File: src/rtl/launch_interval_timer.sv
// Multi-channel sync-to-launch interval timer: measures Clk100MHz cycles from a SynchrM
// rising edge to the first rising edge on each LaunchM line, publishing saturated results atomically.
module launch_interval_timer #(
    parameter int N_CH       = 4,
    parameter int CNT_W      = 8,
    parameter int TIMEOUT    = 127,
    parameter int EARLY_DONE = 0
) (
    input  logic                    Clk100MHz,
    input  logic                    nReset,
    input  logic                    SynchrM,
    input  logic [N_CH-1:0]         LaunchM,
    output logic [N_CH*CNT_W-1:0]   ResultTimer,
    output logic [N_CH-1:0]         ResultTimeout,
    output logic [N_CH-1:0]         ResultDup,
    output logic                    ResultStrobe,
    output logic                    Busy,
    output logic                    Restarted
);

    localparam logic [CNT_W-1:0] TimeoutVal = CNT_W'(TIMEOUT);

    typedef enum logic {IDLE, ARMED} state_t;

    state_t state, stateNext;

    logic                        syncS1, syncS2, syncS3;
    logic [N_CH-1:0]             launchS1, launchS2, launchS3;
    logic                        syncEdge;
    logic [N_CH-1:0]             launchEdge;

    logic [CNT_W-1:0]            count;
    logic [N_CH-1:0][CNT_W-1:0]  cap, capNext;
    logic [N_CH-1:0]             got, gotNext;
    logic [N_CH-1:0]             dup, dupNext;
    logic                        captureEn;
    logic                        publish;
    logic [N_CH-1:0][CNT_W-1:0]  resultReg;

    // Two-FF synchronisers plus a delay stage for rising-edge detection.
    always_ff @(posedge Clk100MHz or negedge nReset) begin
        if (!nReset) begin
            syncS1   <= 1'b0;
            syncS2   <= 1'b0;
            syncS3   <= 1'b0;
            launchS1 <= '0;
            launchS2 <= '0;
            launchS3 <= '0;
        end else begin
            syncS1   <= SynchrM;
            syncS2   <= syncS1;
            syncS3   <= syncS2;
            launchS1 <= LaunchM;
            launchS2 <= launchS1;
            launchS3 <= launchS2;
        end
    end

    assign syncEdge   = syncS2 & ~syncS3;
    assign launchEdge = launchS2 & ~launchS3;

    // A sync edge overrides both capture and publish in the same cycle.
    assign captureEn = (state == ARMED) && !syncEdge;

    always_comb begin
        capNext = cap;
        for (int unsigned i = 0; i < N_CH; i++) begin
            if (captureEn && launchEdge[i] && !got[i]) begin
                capNext[i] = count;
            end
        end
        gotNext = got | (launchEdge & {N_CH{captureEn}});
        dupNext = dup | (launchEdge & got & {N_CH{captureEn}});
    end

    assign publish = captureEn &&
                     ((count == TimeoutVal) || ((EARLY_DONE != 0) && (&gotNext)));

    always_ff @(posedge Clk100MHz or negedge nReset) begin
        if (!nReset) begin
            state <= IDLE;
        end else begin
            state <= stateNext;
        end
    end

    always_comb begin
        stateNext = state;
        if (syncEdge) begin
            stateNext = ARMED;
        end else if (publish) begin
            stateNext = IDLE;
        end
    end

    always_comb begin
        Busy = (state == ARMED);
    end

    always_ff @(posedge Clk100MHz or negedge nReset) begin
        if (!nReset) begin
            count         <= '0;
            cap           <= '0;
            got           <= '0;
            dup           <= '0;
            resultReg     <= {N_CH{TimeoutVal}};
            ResultTimeout <= '1;
            ResultDup     <= '0;
            ResultStrobe  <= 1'b0;
            Restarted     <= 1'b0;
        end else begin
            ResultStrobe <= publish;
            Restarted    <= syncEdge && (state == ARMED);
            if (syncEdge) begin
                count <= '0;
                cap   <= '0;
                got   <= '0;
                dup   <= '0;
            end else if (state == ARMED) begin
                cap <= capNext;
                got <= gotNext;
                dup <= dupNext;
                if (count < TimeoutVal) begin
                    count <= count + CNT_W'(1);
                end
            end
            // Publish from the next-values so a capture in the final cycle is included.
            if (publish) begin
                for (int unsigned i = 0; i < N_CH; i++) begin
                    resultReg[i] <= gotNext[i] ? capNext[i] : TimeoutVal;
                end
                ResultTimeout <= ~gotNext;
                ResultDup     <= dupNext;
            end
        end
    end

    assign ResultTimer = resultReg;

endmodule

File: config.mk
export PLATFORM = sky130hd
export DESIGN_NAME = launch_interval_timer
export DESIGN_NICKNAME = d
export VERILOG_FILES = /design/src/rtl/launch_interval_timer.sv
export SDC_FILE = /design/constraint.sdc
export NUM_CORES = 1
export LEC_CHECK = 0
export ABC_AREA = 1
export BUFFER_PORTS_ARGS = -buffer_cell sky130_fd_sc_hd__buf_2
export CAP_MARGIN = 20
export CORE_MARGIN = 2
export CORE_UTILIZATION = 55
export CTS_CLUSTER_DIAMETER = 150
export DETAILED_ROUTE_END_ITERATION = 10
export PLACE_DENSITY_LB_ADDON = 0.3
export SLEW_MARGIN = 25
export SYNTH_ARGS = -nofsm -noshare
export SYNTH_HDL_FRONTEND = slang
export SYNTH_SLANG_ARGS = --single-unit
export TNS_END_PERCENT = 100
File: constraint.sdc
create_clock -name Clk100MHz -period 1.9 [get_ports Clk100MHz]
set_clock_uncertainty 0.1 [all_clocks]
set_input_delay 0.095 -clock Clk100MHz [delete_from_list [all_inputs] [get_ports Clk100MHz]]
set_output_delay 0.095 -clock Clk100MHz [all_outputs]
set_load 0.05 [all_outputs]
==> results of run 1 <==
-- how the worst max path moves through the flow --
stage / cells after the start / slack, ns / endpoint
5_1_grt: 8 / 0.02 / ResultTimer[7]$_DFFE_PN0P_
3_5_place_dp: 8 / 0.20 / ResultTimer[7]$_DFFE_PN0P_
4_1_cts: 8 / 0.16 / ResultTimer[7]$_DFFE_PN0P_
3_3_place_gp: 8 / 0.24 / ResultTimer[7]$_DFFE_PN0P_
2_1_floorplan: 7 / 0.19 / ResultTimer[23]$_DFFE_PN0P_
6_report: 8 / 0.17 / ResultTimer[7]$_DFFE_PN0P_
-- layout make-up --
type,instances,area share (%)
Clock buffer,10,2.64
Clock inverter,6,1.22
Inverter,115,8.27
Multi-Input combinational cell,297,26.0
Sequential cell,106,51.6
Tap cell,105,2.52
Timing Repair Buffer,63,7.76
-- layout by cell type, fill, tap and decap left out, types with 2 or more instances in the layout --
cell                            synthesis  final
sky130_fd_sc_hd__a21oi_1               44     44
sky130_fd_sc_hd__buf_12                 0      3
sky130_fd_sc_hd__buf_2                  6     48
sky130_fd_sc_hd__buf_4                  0      6
sky130_fd_sc_hd__clkbuf_8               0     10
sky130_fd_sc_hd__clkinv_1               4      4
sky130_fd_sc_hd__clkinv_2               0      2
sky130_fd_sc_hd__clkinvlp_4             0      2
sky130_fd_sc_hd__dfrtp_1               74     74
sky130_fd_sc_hd__dfstp_2               32     32
sky130_fd_sc_hd__dlygate4sd3_1          0      6
sky130_fd_sc_hd__inv_1                110    110
sky130_fd_sc_hd__nand2_1              135    135
sky130_fd_sc_hd__nand3_1               43     43
sky130_fd_sc_hd__nand4_1                4      4
sky130_fd_sc_hd__nor2_1                50     50
sky130_fd_sc_hd__nor2_2                 7      7
sky130_fd_sc_hd__nor2_8                 4      4
sky130_fd_sc_hd__o21ai_0                5      5
-- routing by layer --
layer / share of wire (%) / global-route usage (%) / up-vias / wire length (um)
met4: 1.9 / 9.90 / 0 / 175
met2: 48 / 37.2 / 92 / 4400
li1: - / - / 1707 / -
met1: 45 / 31.0 / 1583 / 4170
met5: 0 / 0 / - / 0
met3: 5.0 / 3.19 / 16 / 462
-- logic make-up after synthesis --
family | count (synthesis) | share of synthesized area, %
adders and majority gates | 1 | 0.276
DFF | 106 | 59.3
AOI/OAI and AO/OA | 50 | 5.76
buffers and inverters | 125 | 10.7
and+or+nand+nor | 246 | 23.9
-- worst register-to-register path: stages, from the launching register on --
cell and delay (ns):
sky130_fd_sc_hd__dfrtp_1 0.42, sky130_fd_sc_hd__ha_1 0.22, sky130_fd_sc_hd__nand2_1 0.09, sky130_fd_sc_hd__nor2_2 0.16
sky130_fd_sc_hd__nand3_2 0.12, sky130_fd_sc_hd__buf_4 0.24, sky130_fd_sc_hd__nor2_8 0.20, sky130_fd_sc_hd__nand2_1 0.07
sky130_fd_sc_hd__nand2_1 0.06
-- per-stage QoR --
step	hold WS (ns)	area, sq um	std cells	total power [uW]	setup WS [ns]
final	0.139	5220	702	4530	0.170
after global routing	0.187	5220	702	4770	0.0222
after CTS	0.146	5220	702	4560	0.163
after detailed placement	0.00252	4960	680	3150	0.196
after global placement	-0.00828	4960	680	3120	0.236
after floorplan	-0.301	4540	528	2930	0.186
-- where the power goes --
| group | internal (uW) | total [uW] | switching [uW] |
|---|---|---|---|
| combinational | 175 | 616 | 441 |
| sequential | 2420 | 2500 | 86.4 |
| clock | 646 | 1410 | 762 |
| total | 3240 | 4530 | 1290 |
-- timing repair --
action                                 CTS  global route
hold buffers                             6             0
setup endpoints to repair                0             0
endpoints found under the hold margin   46             0
==> results.tsv, run 1 <==
stage	metric	value	unit
floorplanning	number of core rows	33	
grt	via count of the first global-routing pass	3340	
critical_path	largest stage delay on the critical path	0.42	ns
logic_synthesis	most instantiated cells after synthesis	sky130_fd_sc_hd__nand2_1 (135), sky130_fd_sc_hd__inv_1 (110), sky130_fd_sc_hd__dfrtp_1 (74), sky130_fd_sc_hd__nor2_1 (50), sky130_fd_sc_hd__a21oi_1 (44)	
cells_and_area	# fillers	713	
logic_synthesis	area share of the largest cell type after synthesis	40.8	%
logic_synthesis	Gate Count Post-Synth	528	
critical_path	slowest CP cell	sky130_fd_sc_hd__dfrtp_1	
pwr	leakage	0.00288	uW
floorplanning	horizontal die dimension	94.8	um
sta	final-report max-slew violation count	0	
critical_path	source of the worst register-to-register timing path	count[0]$_DFFE_PN0P_	
critical_path	timing startpoint of the critical path	count[0]$_DFFE_PN0P_	
critical_path	largest driver fanout on the critical path	20	
drt	number of DRC violations after detailed routing	0	
clocking	clock insertion delay at the later pin of the skew report	0.37	ns
cells_and_area	sequential cell area in the final layout	2690	sq um
logic_synthesis	cell with the most instances after synthesis	sky130_fd_sc_hd__nand2_1	
cells_and_area	fraction of layout instances using a drive strength above 1	20.3	%
sta	worst max-slew margin expressed relative to the limit	66.8	%
grt	Congestion Overflow GR	0	
cells_and_area	ANT cells	0	
sta	transition time at the pin with the least slew margin	0.498	ns
critical_path	Critical R2R Capture	ResultTimer[7]$_DFFE_PN0P_	
clocking	Inserted Clock Buffers	9	
floorplanning	Total Die Area	8990	sq um
logic_synthesis	area leader, netlist	sky130_fd_sc_hd__dfrtp_1	
critical_path	setup slack, reg-to-reg	0.17	ns
floorplanning	I/O pin count	50	
grt	antenna violations before repair	0	
logic_synthesis	primary flip-flop cell chosen by synthesis mapping	sky130_fd_sc_hd__dfrtp_1	
min_path	Hold Path Class	primary input to async pin	
critical_path	WP data arrival	1.94	ns
floorplanning	Die Span Y	94.8	um
sta	setup repair after global routing missed its margin	no	
drt	post-detailed-route count of antenna-violating nets	0	
clocking	H-tree depth	3	
logic_synthesis	register bit total from synthesis	106	
clocking	Clock Root Buffer	sky130_fd_sc_hd__clkbuf_8	
critical_path	worst endpoint required time	2.11	ns
logic_synthesis	Synth cell types	21	
sta	Final Hold Fails	0	
clocking	setup bufs post-CTS	0	
cells_and_area	area overhead of the layout relative to synthesis	15.1	%
clocking	number of sinks driven by the clock tree	106	
cells_and_area	area occupied by multi-input gates	1360	sq um
logic_synthesis	Post-Synthesis Mean Instance Area	8.59	sq um
sta	Fmax achieved	578	MHz
cells_and_area	# nets final	600	
floorplanning	placeable core region	8090	sq um
drt	First DRT Iteration DRCs	207	
sta	aggregate negative setup slack	0	ns
critical_path	crit-path most repeated cell	sky130_fd_sc_hd__nand2_1	
flow_run	number of max-cap violations	0	
place	DPL Wire Length	6000	um
pwr	maximum vdd ir drop	0.000422	V
floorplanning	initial core utilization	56.1	%
grt	GRT Util Overall	22.9	%
logic_synthesis	sequential element share of the synthesized area	59.3	%
place	weighted congestion reported at the end of routability-driven placement	0.869	
sta	Final setup viols	0	
drt	number of vias per cell after detailed routing	4.84	
critical_path	type of destination of the critical path	flip-flop	
sta	period utilisation layout	91.1	%
logic_synthesis	number of warning messages in the yosys log	0	
sta	final critical-path required period	1.73	ns
clocking	clock-pin slew reported for the worst setup and hold paths after clock tree synthesis	0.10	ns
grt	pin count of the biggest net entering global routing	48	
critical_path	Buf/Inv on CP	1	
drt	Avg WL per Cell	13.1	um
critical_path	reg2reg path depth	8	
clocking	quantity of gates resized following cts	0	
drt	TritonRoute pass-1 iters	5	
grt	first-pass GRT wire length	15700	um
logic_synthesis	synthesized area	4540	sq um
logic_synthesis	fraction of registers with async set/reset	100	%
logic_synthesis	net count after synthesis	536	
critical_path	kind of cell adding the most delay to the critical path	simple AND/OR/NAND/NOR gates	
drt	final wirelength	9210	um
critical_path	critical path cell sequence	ha_1 -> nand2_1 -> nor2_2 -> nand3_2 -> buf_4 -> nor2_8 -> nand2_1 -> nand2_1	
clocking	number of buffers between clock root and the deepest sink	2	
drt	total number of vias	3398	
logic_synthesis	Area contributors post-synth	sky130_fd_sc_hd__dfrtp_1 (41%), sky130_fd_sc_hd__dfstp_2 (19%), sky130_fd_sc_hd__nand2_1 (11%)	
status	run status	completed	
critical_path	Worst Setup Path Type	flip-flop to flip-flop	
pwr	areal power density over the cells	867	nW/um^2
cells_and_area	Final Util	64.5	%
clocking	TritonCTS clock tree	built	
critical_path	startpoint type of the worst setup path	flip-flop	
place	port bufs	49	
logic_synthesis	count of flip-flops with a built-in enable after synthesis	0	
Power figures use the tool's default switching activity.
==> run 2, diff against run 1 <==
--- a/config.mk
+++ b/config.mk
@@ -9,9 +9,10 @@
 export BUFFER_PORTS_ARGS = -buffer_cell sky130_fd_sc_hd__buf_2
 export CAP_MARGIN = 20
 export CORE_MARGIN = 2
-export CORE_UTILIZATION = 55
+export CORE_UTILIZATION = 52
 export CTS_CLUSTER_DIAMETER = 150
 export DETAILED_ROUTE_END_ITERATION = 10
+export MAX_ROUTING_LAYER = met4
 export PLACE_DENSITY_LB_ADDON = 0.3
 export SLEW_MARGIN = 25
 export SYNTH_ARGS = -nofsm -noshare
==> constraint.sdc (replaced) <==
create_clock -name Clk100MHz -period 1.5 [get_ports Clk100MHz]
set_clock_uncertainty 0.1 [all_clocks]
set_input_delay 0.075 -clock Clk100MHz [delete_from_list [all_inputs] [get_ports Clk100MHz]]
set_output_delay 0.075 -clock Clk100MHz [all_outputs]
set_load 0.05 [all_outputs]
==> run 2 against run 1 <==
  * The flow now finishes with violations (setup timing)
  * Register-to-register slack got worse by 0.20 ns
  * Sequential power rose by 27%
  * Routed wire length rose by 8.4%
  * Via count rose by 8.7%
  * First-iteration DRC count rose by 2.4%
  * Final area rose by 10%
  * Non-clock buffer count rose by 33
  * Hold slack got worse by 0.049 ns
  * Critical path type unchanged
  * Critical endpoint is now ResultTimer[31]$_DFFE_PN0P_
  * Largest cell class unchanged
  * Highest routed layer unchanged
==> results.tsv, run 2 (synthesis results as in run 1) <==
stage	metric	value	unit	change
drt	number of DRC violations after detailed routing	0		unchanged
grt	GRT Util Overall	22.1	%	was 22.9%
sta	Fmax achieved	655	MHz	was 578 MHz
sta	Final setup viols	12		was 0
clocking	clock-pin slew reported for the worst setup and hold paths after clock tree synthesis	0.10	ns	about the same
sta	Worst Slack Setup Final	-0.0276	ns	was 0.170 ns
pwr	areal power density over the cells	1020	nW/um^2	was 867 nW/um^2
cells_and_area	fraction of layout instances using a drive strength above 1	29.8	%	was 20.3%
status	run status	finished with violations		was completed
critical_path	WP data arrival	1.75	ns	was 1.94 ns
floorplanning	number of core rows	34		was 33
sta	transition time at the pin with the least slew margin	0.465	ns	was 0.498 ns
critical_path	worst endpoint required time	1.72	ns	was 2.11 ns
drt	Avg WL per Cell	13.5	um	was 13.1 um
clocking	number of sinks driven by the clock tree	106		unchanged
cells_and_area	ANT cells	0		unchanged
critical_path	type of destination of the critical path	flip-flop		unchanged
clocking	TritonCTS clock tree	built		unchanged
sta	final critical-path required period	1.53	ns	was 1.73 ns
grt	antenna violations before repair	0		unchanged
clocking	clock insertion delay at the later pin of the skew report	0.37	ns	about the same
drt	TritonRoute pass-1 iters	5		unchanged
place	port bufs	49		unchanged
clocking	Inserted Clock Buffers	9		unchanged
critical_path	Worst Setup Path Type	flip-flop to flip-flop		unchanged
drt	final wirelength	9980	um	was 9210 um
sta	setup repair after global routing missed its margin	yes		was no
sta	worst max-slew margin expressed relative to the limit	69.0	%	was 66.8%
sta	period utilisation layout	102	%	was 91.1%
critical_path	largest driver fanout on the critical path	22		was 20
clocking	H-tree depth	3		unchanged
drt	First DRT Iteration DRCs	212		was 207
cells_and_area	area overhead of the layout relative to synthesis	26.8	%	was 15.1%
min_path	Hold Path Class	primary input to async pin		unchanged
sta	final-report max-slew violation count	0		unchanged
place	DPL Wire Length	6520	um	was 6000 um
status	violations in the final reports	setup timing		
floorplanning	horizontal die dimension	97.4	um	was 94.8 um
clocking	number of buffers between clock root and the deepest sink	2		unchanged
drt	number of vias per cell after detailed routing	4.98		was 4.84
cells_and_area	leading cell types in the layout, fill and taps excluded	sky130_fd_sc_hd__nand2_1 (131), sky130_fd_sc_hd__inv_1 (109), sky130_fd_sc_hd__dfrtp_1 (72)		was sky130_fd_sc_hd__nand2_1 (135), sky130_fd_sc_hd__inv_1 (110), sky130_fd_sc_hd__dfrtp_1 (74)
floorplanning	I/O pin count	50		unchanged
cells_and_area	most common cell after layout, fill and taps aside	sky130_fd_sc_hd__nand2_1		unchanged
floorplanning	Die Span Y	97.4	um	was 94.8 um
grt	first-pass GRT wire length	16400	um	was 15,700 um
pwr	maximum vdd ir drop	0.000477	V	was 0.000422 V
cells_and_area	Final Util	67.0	%	was 64.5%
floorplanning	Total Die Area	9490	sq um	was 8990 sq um
cells_and_area	# nets final	637		was 600
grt	Congestion Overflow GR	0		unchanged
sta	worst hold slack across all endpoints	0.0907	ns	was 0.139 ns
place	weighted congestion reported at the end of routability-driven placement	0.864		was 0.869
clocking	Clock Root Buffer	sky130_fd_sc_hd__clkbuf_8		unchanged
grt	via count of the first global-routing pass	3533		was 3,340
pwr	leakage	0.00309	uW	was 0.00288 uW
cells_and_area	# fillers	674		was 713
sta	aggregate negative setup slack	-0.130	ns	was 0 ns
drt	total number of vias	3694		was 3,398
drt	post-detailed-route count of antenna-violating nets	0		unchanged
critical_path	startpoint type of the worst setup path	flip-flop		unchanged
floorplanning	placeable core region	8590	sq um	was 8090 sq um
grt	pin count of the biggest net entering global routing	34		was 48
flow_run	number of max-cap violations	0		unchanged
floorplanning	initial core utilization	52.8	%	was 56.1%
sta	Final Hold Fails	0		unchanged
-- run 2: critical path: stages (launching register included) --
cell,delay [ns]
sky130_fd_sc_hd__dfrtp_1,0.40
sky130_fd_sc_hd__ha_4,0.17
sky130_fd_sc_hd__nand2_4,0.06
sky130_fd_sc_hd__nor2_4,0.13
sky130_fd_sc_hd__nand3_4,0.15
sky130_fd_sc_hd__buf_12,0.20
sky130_fd_sc_hd__nor2_8,0.15
sky130_fd_sc_hd__nand2_1,0.07
sky130_fd_sc_hd__nand2_1,0.05
-- run 2: where the power goes --
group | total [uW] | leakage (uW) | internal, uW | switching (uW)
Clock | 1630 | 0.0000928 | 653 | 974
Sequential | 3170 | 0.00128 | 3060 | 106
Combinational | 1050 | 0.00171 | 369 | 684
Total | 5850 | 0.00309 | 4080 | 1760
-- run 2: final cells by class --
type / instances / area, sq um / share of cell area, %
flip-flops and latches: 106 / 2700 / 46.8
multi-input cells: 301 / 1600 / 27.8
repair buffers: 96 / 717 / 12.5
inverters: 115 / 432 / 7.50
clock buffers: 10 / 138 / 2.39
well taps: 108 / 135 / 2.35
clock inverters: 6 / 40.0 / 0.696
-- run 2: stage by stage --
step | total power, uW | instances | worst slack [ns] | area, sq um
floorplan | 3710 | 528 | -0.0133 | 4560
global placement | 4060 | 707 | -0.0843 | 5190
detailed placement | 4110 | 707 | -0.116 | 5190
CTS | 5790 | 737 | -0.0459 | 5570
global route | 6120 | 742 | -0.109 | 5750
finish | 5850 | 742 | -0.0276 | 5750
-- run 2: layer usage --
layer / vias up / GRT usage (%) / wire length, um
met4: 0 / 8.44 / 138
met3: 18 / 5.18 / 554
met1: 1778 / 29.7 / 4460
li1: 1799 / - / -
met5: - / - / 0
met2: 99 / 33.2 / 4830
-- run 2: final timing paths --
path	slack [ns]	from	cells after the start	to
hold / removal	0.09	nReset	2	ResultStrobe$_DFF_PN0_
max in group asynchronous	0.61	nReset	3	ResultTimer[24]$_DFFE_PN1P_
hold reg to reg	0.25	syncS1$_DFF_PN0_	0	syncS2$_DFF_PN0_
min in group Clk100MHz	0.24	LaunchM[0]	2	launchS1[0]$_DFF_PN0_
setup reg to reg	-0.03	count[0]$_DFFE_PN0P_	8	ResultTimer[31]$_DFFE_PN0P_
setup / recovery	-0.03	count[0]$_DFFE_PN0P_	8	ResultTimer[31]$_DFFE_PN0P_
-- run 2: repair_timing --
item / 4_1_cts / 5_1_grt
hold endpoints to repair: 94 / 0
buffers inserted: 6 / 2
cloned: 2 / 3
hold buffers: 6 / 0
gates resized for setup: 18 / 34
pin swaps: 5 / 8
endpoints found under the setup margin: 63 / 78
==> run 3, diff against run 2 <==
--- a/config.mk
+++ b/config.mk
@@ -9,11 +9,12 @@
 export BUFFER_PORTS_ARGS = -buffer_cell sky130_fd_sc_hd__buf_2
 export CAP_MARGIN = 20
 export CORE_MARGIN = 2
-export CORE_UTILIZATION = 52
+export CORE_UTILIZATION = 55
 export CTS_CLUSTER_DIAMETER = 150
 export DETAILED_ROUTE_END_ITERATION = 10
 export MAX_ROUTING_LAYER = met4
 export PLACE_DENSITY_LB_ADDON = 0.3
+export SKIP_CTS_REPAIR_TIMING = 1
 export SLEW_MARGIN = 25
 export SYNTH_ARGS = -nofsm -noshare
 export SYNTH_HDL_FRONTEND = slang
==> constraint.sdc (replaced) <==
create_clock -name Clk100MHz -period 1.9 [get_ports Clk100MHz]
set_clock_uncertainty 0.1 [all_clocks]
set_input_delay 0.095 -clock Clk100MHz [delete_from_list [all_inputs] [get_ports Clk100MHz]]
set_output_delay 0.095 -clock Clk100MHz [all_outputs]
set_load 0.05 [all_outputs]
==> run 3 against run 2 <==
  * First-iteration DRC count decreased by 12%
  * Total power decreased by 24%
  * Global-route usage increased by 0.87 points
  * The run now ends clean
  * Sequential cell count unchanged
  * Critical path depth unchanged
  * Critical endpoint is now ResultTimer[7]$_DFFE_PN0P_
  * Sequential power decreased by 21%
  * Core utilization decreased by 2.5 points
==> results.tsv, run 3 (synthesis results as in run 1) <==
stage	metric	value	unit	change
status	run status	completed		was finished with violations
cells_and_area	leading cell types in the layout, fill and taps excluded	sky130_fd_sc_hd__nand2_1 (135), sky130_fd_sc_hd__inv_1 (110), sky130_fd_sc_hd__dfrtp_1 (74)		was sky130_fd_sc_hd__nand2_1 (131), sky130_fd_sc_hd__inv_1 (109), sky130_fd_sc_hd__dfrtp_1 (72)
clocking	H-tree depth	3		unchanged
sta	Worst Slack Setup Final	0.192	ns	was -0.0276 ns
drt	First DRT Iteration DRCs	186		was 212
place	placement-stage worst setup slack	0.207	ns	was -0.116 ns
pwr	power consumption	4450	uW	was 5850 uW
grt	via count of the first global-routing pass	3277		was 3,533
sta	final-report max-slew violation count	0		unchanged
critical_path	Worst Setup Path Type	flip-flop to flip-flop		unchanged
sta	final critical-path required period	1.71	ns	was 1.53 ns
pwr	switch share	28.3	%	was 30.2%
clocking	Inserted Clock Buffers	9		unchanged
flow_run	number of max-cap violations	0		unchanged
grt	Congestion Overflow GR	0		unchanged
critical_path	reg2reg path depth	8		unchanged
cells_and_area	ANT cells	0		unchanged
clocking	TritonCTS clock tree	built		unchanged
drt	post-detailed-route count of antenna-violating nets	0		unchanged
critical_path	WP data arrival	1.92	ns	was 1.75 ns
pwr	leakage	0.00288	uW	was 0.00309 uW
min_path	Hold Path Class	primary input to async pin		unchanged
critical_path	setup slack, reg-to-reg	0.19	ns	was -0.03 ns
critical_path	critical path cell sequence	ha_1 -> nand2_1 -> nor2_2 -> nand3_2 -> buf_4 -> nor2_8 -> nand2_1 -> nand2_1		was ha_4 -> nand2_4 -> nor2_4 -> nand3_4 -> buf_12 -> nor2_8 -> nand2_1 -> nand2_1
grt	GRT Util Overall	23.0	%	was 22.1%
floorplanning	initial core utilization	56.1	%	was 52.8%
critical_path	source of the worst register-to-register timing path	count[1]$_DFFE_PN0P_		was count[0]$_DFFE_PN0P_
sta	worst max-slew margin expressed relative to the limit	68.2	%	was 69.0%
cells_and_area	# nets final	599		was 637
critical_path	startpoint type of the worst setup path	flip-flop		unchanged
critical_path	slowest CP cell	sky130_fd_sc_hd__dfrtp_1		unchanged
grt	first-pass GRT wire length	15300	um	was 16,400 um
grt	pin count of the biggest net entering global routing	48		was 34
sta	transition time at the pin with the least slew margin	0.477	ns	was 0.465 ns
grt	antenna violations before repair	0		unchanged
place	port bufs	49		unchanged
clocking	Clock Root Buffer	sky130_fd_sc_hd__clkbuf_8		unchanged
critical_path	largest stage delay on the critical path	0.42	ns	was 0.40 ns
sta	aggregate negative setup slack	0	ns	was -0.130 ns
sta	period utilisation layout	89.9	%	was 102%
sta	Fmax achieved	585	MHz	was 655 MHz
drt	Avg WL per Cell	12.9	um	was 13.5 um
pwr	switching power	1260	uW	was 1760 uW
pwr	Internal	3190	uW	was 4080 uW
drt	final wirelength	9040	um	was 9980 um
drt	total number of vias	3410		was 3,694
pwr	fraction of power consumed by combinational cells	13.9	%	was 18.0%
clocking	clock-pin slew reported for the worst setup and hold paths after clock tree synthesis	0.09	ns	was 0.10 ns
drt	TritonRoute pass-1 iters	4		was 5
pwr	part of the total power dissipated in the clock network	29.9	%	was 27.8%
pwr	sequential power share	56.2	%	was 54.2%
place	weighted congestion reported at the end of routability-driven placement	0.882		was 0.864
floorplanning	Die Span Y	94.8	um	was 97.4 um
floorplanning	I/O pin count	50		unchanged
drt	number of DRC violations after detailed routing	0		unchanged
critical_path	crit-path most repeated cell	sky130_fd_sc_hd__nand2_1		unchanged
clocking	clock insertion delay at the later pin of the skew report	0.36	ns	was 0.37 ns
critical_path	type of destination of the critical path	flip-flop		unchanged
floorplanning	horizontal die dimension	94.8	um	was 97.4 um
cells_and_area	area overhead of the layout relative to synthesis	15.0	%	was 26.8%
critical_path	Critical R2R Capture	ResultTimer[7]$_DFFE_PN0P_		was ResultTimer[31]$_DFFE_PN0P_
pwr	areal power density over the cells	852	nW/um^2	was 1020 nW/um^2
critical_path	worst endpoint required time	2.11	ns	was 1.72 ns
drt	number of vias per cell after detailed routing	4.86		was 4.98
pwr	maximum vdd ir drop	0.000416	V	was 0.000477 V
cells_and_area	most common cell after layout, fill and taps aside	sky130_fd_sc_hd__nand2_1		unchanged
sta	Final setup viols	0		was 12
clocking	number of sinks driven by the clock tree	106		unchanged
cells_and_area	fraction of layout instances using a drive strength above 1	19.8	%	was 29.8%
floorplanning	number of core rows	33		was 34
sta	Final Hold Fails	0		unchanged
sta	setup repair after global routing missed its margin	no		was yes
floorplanning	placeable core region	8090	sq um	was 8590 sq um
cells_and_area	Final Non-Filler Cells	701		was 742
cells_and_area	# fillers	691		was 674
place	DPL Wire Length	5940	um	was 6520 um
floorplanning	Total Die Area	8990	sq um	was 9490 sq um
clocking	number of buffers between clock root and the deepest sink	2		unchanged
critical_path	largest driver fanout on the critical path	20		was 22
cells_and_area	Final Util	64.5	%	was 67.0%
place	number of cells after detailed placement	679		was 707
run 3: changes by cell type in the layout (fill, tap and decap cells not counted), sizes merged:
cell	change
clkinvlp	-1
inv	-2
nor2	-4
buf	-34
clkbuf	+3
run 3: how the worst max path moves through the flow:
stage                               from                           to  slack, ns  cells after the start
finish              count[1]$_DFFE_PN0P_   ResultTimer[7]$_DFFE_PN0P_       0.19                      8
global route        count[1]$_DFFE_PN0P_  ResultTimer[15]$_DFFE_PN0P_       0.02                      8
CTS                 count[1]$_DFFE_PN0P_   ResultTimer[7]$_DFFE_PN0P_       0.19                      8
detailed placement  count[1]$_DFFE_PN0P_   ResultTimer[7]$_DFFE_PN0P_       0.21                      8
global placement    count[0]$_DFFE_PN0P_   ResultTimer[7]$_DFFE_PN0P_       0.24                      8
floorplan               Busy$_DFFE_PN0P_  ResultTimer[23]$_DFFE_PN0P_       0.19                      7
run 3: critical path: cells and delay by family (launching register included):
kind | cells | cell delay [ns]
flip-flops | 1 | 0.42
AND/OR/NAND/NOR | 6 | 0.68
buffers and inverters | 1 | 0.25
adder cells (fa/ha/maj) | 1 | 0.21
run 3: layer usage:
metal,part of all wire (%),global-route usage (%)
met4,2.1,11.1
met3,4.3,4.15
met5,0,-
met2,47,34.6
met1,47,30.3
run 3: cell type report:
class	count	area, sq um	area share, %
Clock buffer	13	170	3.26
Inverter	115	432	8.27
Tap cell	105	131	2.52
Multi-Input combinational cell	297	1360	26.1
Sequential cell	106	2690	51.6
Clock inverter	3	22.5	0.432
Timing Repair Buffer	62	410	7.86
run 3: per-stage QoR:
stage,area (sq um),hold slack [ns]
floorplan,4540,-0.301
detailed placement,4970,-0.0107
global placement,4970,-0.0160
global route,5220,0.168
CTS,5160,-0.402
finish,5220,0.135
run 3: power by group through the flow:
stage / Clock (uW) / Combinational, uW / Sequential [uW]
2_1_floorplan: 0 / 403 / 2530
3_3_place_gp: 0 / 589 / 2540
3_5_place_dp: 0 / 609 / 2540
4_1_cts: 1370 / 614 / 2500
5_1_grt: 1460 / 713 / 2520
6_report: 1330 / 617 / 2500
